--- src/rtl/imem_pkg.sv ---
// Shared definitions for the instruction-memory boot loader.
//   state_t        : loader FSM states
//   LEN_BYTES      : number of length bytes at the start of a frame
//   BYTES_PER_WORD : bytes per instruction word
package imem_pkg;

  localparam int unsigned LEN_BYTES      = 2;
  localparam int unsigned BYTES_PER_WORD = 4;

  typedef enum logic [2:0] {
    ST_IDLE   = 3'd0,
    ST_LEN_HI = 3'd1,
    ST_LEN_LO = 3'd2,
    ST_DATA   = 3'd3,
    ST_CSUM   = 3'd4,
    ST_DONE   = 3'd5,
    ST_ERR    = 3'd6
  } state_t;

endpackage

--- src/rtl/imem_loader.sv ---
// Boot-time writer for the byte-addressed, big-endian instruction memory.
// Accepts a frame  LEN_HI, LEN_LO, 4*N payload bytes, checksum  over a
// valid/ready byte stream, writes payload byte k to BASE_ADDR + k and checks
// an 8-bit additive checksum over the payload.
// Ports:
//   clk, rst_n        : clock, synchronous active-low reset
//   start             : begin a load (honoured in IDLE/DONE/ERR only)
//   in_byte, in_valid : stream byte and its valid
//   in_ready          : loader accepts a byte this cycle (state decode)
//   wr_en/addr/data   : registered one-cycle memory byte-write
//   busy              : load in progress
//   done, error       : load finished / finished with failure (levels)
//   words_loaded      : complete 4-byte words written so far
module imem_loader
  import imem_pkg::*;
#(
  parameter int unsigned MEM_BYTES = 64,
  parameter logic [31:0] BASE_ADDR = 32'h0
) (
  input  logic        clk,
  input  logic        rst_n,
  input  logic        start,
  input  logic [7:0]  in_byte,
  input  logic        in_valid,
  output logic        in_ready,
  output logic        wr_en,
  output logic [31:0] wr_addr,
  output logic [7:0]  wr_data,
  output logic        busy,
  output logic        done,
  output logic        error,
  output logic [15:0] words_loaded
);

  localparam int unsigned MAX_WORDS = MEM_BYTES / BYTES_PER_WORD;
  localparam int unsigned LEN_W     = 8 * LEN_BYTES;
  // Byte counter holds up to 4*N; two extra bits mean it can never wrap.
  localparam int unsigned CNT_W     = LEN_W + 2;

  state_t             state;
  logic [7:0]         len_hi;
  logic [CNT_W-1:0]   byte_cnt;
  logic [CNT_W-1:0]   byte_total;
  logic [7:0]         csum;
  logic [LEN_W-1:0]   len_word;
  logic               xfer;

  // Ready is a pure decode of the state register, independent of in_valid.
  assign in_ready = (state == ST_LEN_HI) || (state == ST_LEN_LO) ||
                    (state == ST_DATA)   || (state == ST_CSUM);
  assign xfer     = in_valid && in_ready;
  assign len_word = {len_hi, in_byte};

  // Loader FSM with registered write port and status outputs.
  always_ff @(posedge clk) begin
    if (!rst_n) begin
      state        <= ST_IDLE;
      len_hi       <= '0;
      byte_cnt     <= '0;
      byte_total   <= '0;
      csum         <= '0;
      wr_en        <= 1'b0;
      wr_addr      <= '0;
      wr_data      <= '0;
      busy         <= 1'b0;
      done         <= 1'b0;
      error        <= 1'b0;
      words_loaded <= '0;
    end else begin
      wr_en <= 1'b0;
      case (state)
        ST_IDLE, ST_DONE, ST_ERR: begin
          if (start) begin
            state        <= ST_LEN_HI;
            busy         <= 1'b1;
            done         <= 1'b0;
            error        <= 1'b0;
            words_loaded <= '0;
            csum         <= '0;
            byte_cnt     <= '0;
          end
        end
        ST_LEN_HI: begin
          if (xfer) begin
            len_hi <= in_byte;
            state  <= ST_LEN_LO;
          end
        end
        ST_LEN_LO: begin
          if (xfer) begin
            byte_total <= {len_word, 2'b00};
            if (len_word > LEN_W'(MAX_WORDS)) begin
              state <= ST_ERR;
              busy  <= 1'b0;
              done  <= 1'b1;
              error <= 1'b1;
            end else if (len_word == '0) begin
              state <= ST_CSUM;
            end else begin
              state <= ST_DATA;
            end
          end
        end
        ST_DATA: begin
          if (xfer) begin
            wr_en    <= 1'b1;
            wr_addr  <= BASE_ADDR + 32'(byte_cnt);
            wr_data  <= in_byte;
            csum     <= csum + in_byte;
            byte_cnt <= byte_cnt + CNT_W'(1);
            // Last byte of a word completes it; count lands with its wr_en.
            if (byte_cnt[1:0] == 2'd3) begin
              words_loaded <= words_loaded + 16'd1;
            end
            if (byte_cnt + CNT_W'(1) == byte_total) begin
              state <= ST_CSUM;
            end
          end
        end
        ST_CSUM: begin
          if (xfer) begin
            busy  <= 1'b0;
            done  <= 1'b1;
            error <= (in_byte != csum);
            state <= (in_byte == csum) ? ST_DONE : ST_ERR;
          end
        end
        default: begin
          state <= ST_IDLE;
          busy  <= 1'b0;
        end
      endcase
    end
  end

endmodule

--- config.mk ---
export PLATFORM = sky130hd
export DESIGN_NAME = imem_loader
export DESIGN_NICKNAME = d
export VERILOG_FILES = /design/src/rtl/imem_pkg.sv /design/src/rtl/imem_loader.sv
export SDC_FILE = /design/constraint.sdc
export NUM_CORES = 1
export LEC_CHECK = 0
export CAP_MARGIN = 20
export CORE_MARGIN = 3
export CORE_UTILIZATION = 55
export DETAILED_ROUTE_END_ITERATION = 10
export PLACE_DENSITY = 0.8
export SLEW_MARGIN = 10
export SYNTH_ARGS = -nofsm -noshare
export SYNTH_HDL_FRONTEND = slang
export SYNTH_SLANG_ARGS = --single-unit
export TNS_END_PERCENT = 10
--- constraint.sdc ---
create_clock -name clk -period 4.9 [get_ports clk]
set_input_delay 0.98 -clock clk [delete_from_list [all_inputs] [get_ports clk]]
set_output_delay 0.98 -clock clk [all_outputs]
set_load 0.005 [all_outputs]
After elaboration in Yosys (flattened, before gate mapping). Index checks and enable logic that the tools add are counted.

Word-level logic and storage cells: 87. Input port bits: 12. Output and inout bits: 61. Register bits after elaboration: 99.

Bitwise operators: 1. Magnitude comparators: 1. Equal/unequal tests: 18. $add $sub $neg: 3. Muxes and demuxes: 33. Reductions and logical operators: 19.

Operators with widths (number): $mux W16 (3); $mux W18 (2); $pmux W18 S2 (1); $pmux W16 S2 (1); $mux W3 (8); $add A18 B1 Y18 const B (1); $eq A18 B18 Y1 (1); $add A16 B1 Y16 const B (1); $gt A16 B5 Y1 const B (1); $logic_not A16 Y1 (1); $mux W8 (2); $pmux W8 S2 (1); $pmux W3 S5 (1); $mux W1 (10); $ne A2 B2 Y1 const B (5); $reduce_and A5 Y1 (2); $eq A3 B3 Y1 const B (3); $add A8 B8 Y8 (1); $eq A8 B8 Y1 (1); $ne A8 B8 Y1 (1); $reduce_and A2 Y1 (4); $eq A3 B2 Y1 const B (2); $ne A2 B1 Y1 const B (3); $pmux W1 S3 (2); 15 further kinds (17).

Logic depth before layout (Yosys ltp).
Depth in word-level cells: 7. Gate-level depth with buffers: 9. Mapped depth without buffers: 9.

Worst setup path after synthesis. Ideal clock, no wire load.

Path type: input-to-reg. Start: input port in_byte[1]. End: register csum[7]. Stages: 8. Library setup time: 0.125 ns. Buffers on the path: 0. Path slack: 2.299 ns. Data arrival time: 2.477 ns. Cells stage by stage: ha_1 -> a21o_1 -> a21oi_1 -> o21ai_0 -> o41ai_1 -> xor2_1 -> mux2i_1 -> a21boi_0.

Longest elaborated chain between the ends: 3.

Ends and longest elaborated chain: start, declared (line imem_loader.sv:23) `input logic [7:0] in_byte,`; $add A8 B8 Y8 (line imem_loader.sv:109) `csum <= csum + in_byte;`; $mux W8 (line imem_loader.sv:105) `if (xfer) begin`; $pmux W8 S2 (line imem_loader.sv:71) `case (state)`; end signal, assigned (line imem_loader.sv:109); end, declared (line imem_loader.sv:44) `logic [7:0] csum;`.

Every way passes these cells. The select of a mux whose other input is x is not followed. A chain may end at the register's enable or synchronous reset.

Final worst setup path.
Start: input port in_valid. End: register words_loaded[15].

Longest elaborated chain between the ends: 3.

Ends and longest elaborated chain: start, declared (line imem_loader.sv:24) `input logic in_valid,`; $logic_and A1 B1 Y1 (line imem_loader.sv:51) `assign xfer = in_valid && in_ready;`; $ne A2 B2 Y1 (no line); $reduce_and A4 Y1 (no line); end signal, assigned (line imem_loader.sv:113) `words_loaded <= words_loaded + 16'd1;`; end, declared (line imem_loader.sv:32) `output logic [15:0] words_loaded`.

Every way passes these cells.

==> impl_metrics.tcl <==
set metrics [dict create \
    worst_slew_pin_slew_ns 0.740 \
    track_usage 0.235 \
    switchingPower_w 0.000710 \
    synth-async-reset-ratio 0 \
    max-cap-violations 0 \
    stdcell_count 819 \
    endpoint_kind "flip-flop" \
    p_clk_frac 0.262 \
    cts_made_buffers 9 \
    n_antenna_cell 0 \
    post_dp_cell_area_um2 5720 \
    root_buffer "clkbuf_8" \
    core.rowCount 34 \
    drive_gt1_frac 0.0476 \
    vias 4505 \
    final_common_cell "nand2_1" \
    grt-ovfl-total 0 \
    postCtsSetupBuffers 0 \
    fin_crit_ns 3.24 \
    port_buffers 58 \
    r2r_start "state[1]" \
    hold-path-endpoint "wr_addr[11]" \
    clk_latency_ns 0.37 \
    htree_num_levels 3 \
    cts.clk_slew.worst_paths_ns 0.10 \
    worstPathRequired_ns 5.15 \
    hold_buffers 0 \
    yosysSeqAreaShare 0.380 \
    netlist.area_leader.share 0.380 \
    swShare 0.359 \
    dieArea_um2 10700 \
    antenna_found_initial 0 \
    drtIter0Drc 360 \
    reg2regPathDepth 7 \
    netlist-cell-type-count 58 \
    wl_per_cell_um 14.4 \
    postRouteAntennaNets 0 \
    drt_drc_violations_left 0 \
    dp_slack_ns 1.29 \
    r2r-end "words_loaded[15]" \
    yosys_warnings 0 \
    core_um2 8980 \
    cts.sinks 99 \
    slew_headroom 0.506 \
    rsz0062_at_grt "no" \
    dr.pass1.iters 5 \
    final_hold_viol_count 0 \
    wl_mm 11.8 \
    internal_power_w 0.00127 \
    setup_ws_ns 1.66 \
    synth_top_cell_by_area "dfxtp_1" \
    timing.final.crit_share 0.660 \
    yosys_register_bits 99 \
    die_w_um 103 \
    hold_start "wr_addr[11]" \
    skew_ns 0.00763 \
    cts_tree "yes" \
    stdcell_area_um2 5910 \
    grt_pass1_wl_mm 20.0 \
    avgSynthCellArea_um2 7.87 \
    fill_cells 801 \
    ys_top_cells_by_area "dfxtp_1 38%, nand2_1 11%, a21boi_0 7.8%" \
    synth_edf_count 0 \
    fp.dieH_um 103 \
    worstPathMaxFanout 16 \
    cp-start-kind "input pin" \
    design.portCount 73 \
    cp.arrival_ns 3.49 \
    final_cell_mix "153 x nand2_1, 99 x dfxtp_1, 57 x clkdlybuf4s50_1" \
    start_util 0.581 \
    nNetsFinal 710 \
    holdCritPathClass "reg2reg" \
    syn_to_final_growth_pct 13.2 \
    total_power_w 0.00198 \
    netlist_area_um2 5220 \
    status "finished, final reports clean" \
    cts_max_path_buffers 2 \
    setup_viol 0 \
    power_density_nw_per_um2 334 \
    seqPwrFrac 0.469 \
    p_leak_nw 2.08 \
    worst-r2r-setup-slack_ns 2.06 \
    grt_pass1_vias 4173 \
    gp_congestion 0.881 \
    grt_max_degree 86 \
    fmax_mhz 309 \
    dp_hpwl_mm 8.41 \
    path_class "in2reg" \
    hold-path-cell-count 2 \
    post_cts_resized 0 \
    combPwrFrac 0.269 \
    tns_ns 0 \
    ys.flop_type "dfxtp_1" \
    ir_drop_v 0.000186 \
    dp_cells 803 \
    vias_per_cell 5.50 \
    maxSlewViolCount 0 \
    synthesis.instances 663 \
]
==> final cells by class <==
cell class	count	area, um2	area share
Clock buffer	10	138	0.0233
Clock inverter	6	55.1	0.00932
Inverter	5	18.8	0.00318
Multi-Input combinational cell	512	2960	0.501
Sequential cell	99	1980	0.335
Tap cell	126	158	0.0267
Timing Repair Buffer	61	598	0.101
==> flip-flops by register name, summed over array words and instances (netlist names) <==
register,cells
words_loaded,16
len_hi,8
state,3
done,1
byte_total,16
wr_en,1
busy,1
error,1
csum,8
byte_cnt,18
wr_data,8
wr_addr,18
==> metal layers <==
| layer | global-route usage | up-vias | part of all wire |
|---|---|---|---|
| li1 | - | 2254 | - |
| met1 | 0.313 | 2096 | 0.45 |
| met2 | 0.385 | 141 | 0.49 |
| met3 | 0.0496 | 14 | 0.053 |
| met4 | 0.0637 | 0 | 0.0096 |
| met5 | 0 | - | 0 |
==> critical path, cell delays in order <==
cell and delay (ns):
clkdlybuf4s50_1 0.66, and4b_1 0.59, nand2_1 0.20, a21boi_1 0.25, nor4_2 0.44, nand3_1 0.16
xor2_1 0.15, nor2_1 0.05
==> through the flow <==
| stage | hold slack [ns] | utilization |
|---|---|---|
| 4_1_cts | 0.475 | 0.658 |
| 6_report | 0.470 | 0.658 |
| 5_1_grt | 0.491 | 0.658 |
| 3_3_place_gp | 0.454 | 0.637 |
| 3_5_place_dp | 0.458 | 0.637 |
| 2_1_floorplan | 0.440 | - |
==> how the worst max path moves through the flow <==
stage	startpoint	to	slack (ns)	cells past startpoint
CTS	in_valid	words_loaded[15]	1.69	8
floorplan	in_byte[1]	csum[7]	2.30	8
global placement	in_valid	words_loaded[15]	1.42	8
global route	in_valid	words_loaded[15]	1.41	8
finish	in_valid	words_loaded[15]	1.66	8
detailed placement	in_valid	words_loaded[15]	1.29	8
==> cell families after synthesis <==
family,after synthesis,share of synthesized area
adders and majority gates,11,0.0273
muxes,3,0.00599
buffers and inverters,65,0.0633
and+or+nand+nor,310,0.279
other,1,0.000719
DFF,99,0.380
AOI/OAI and AO/OA,122,0.157
xor gates and xnor gates,52,0.0873
==> synth_stat cells, types with 17 or more instances <==
master and number:
nor3_1 18, nand2_1 153, xor2_1 21, nor2b_1 17, dfxtp_1 99, nand3_1 17, a21boi_0 54, xnor2_1 31
o21ai_0 17, a21oi_1 24, clkbuf_1 29, nor2_1 46
==> power groups by stage <==
stage / Combinational, W / Sequential [W] / Clock (W)
final: 0.000532 / 0.000926 / 0.000518
after global routing: 0.000597 / 0.000936 / 0.000562
after CTS: 0.000530 / 0.000923 / 0.000529
after detailed placement: 0.000525 / 0.000942 / 0
after global placement: 0.000510 / 0.000940 / 0
after floorplan: 0.000428 / 0.000893 / 0
No activity file was read; power rests on OpenSTA's default activity.
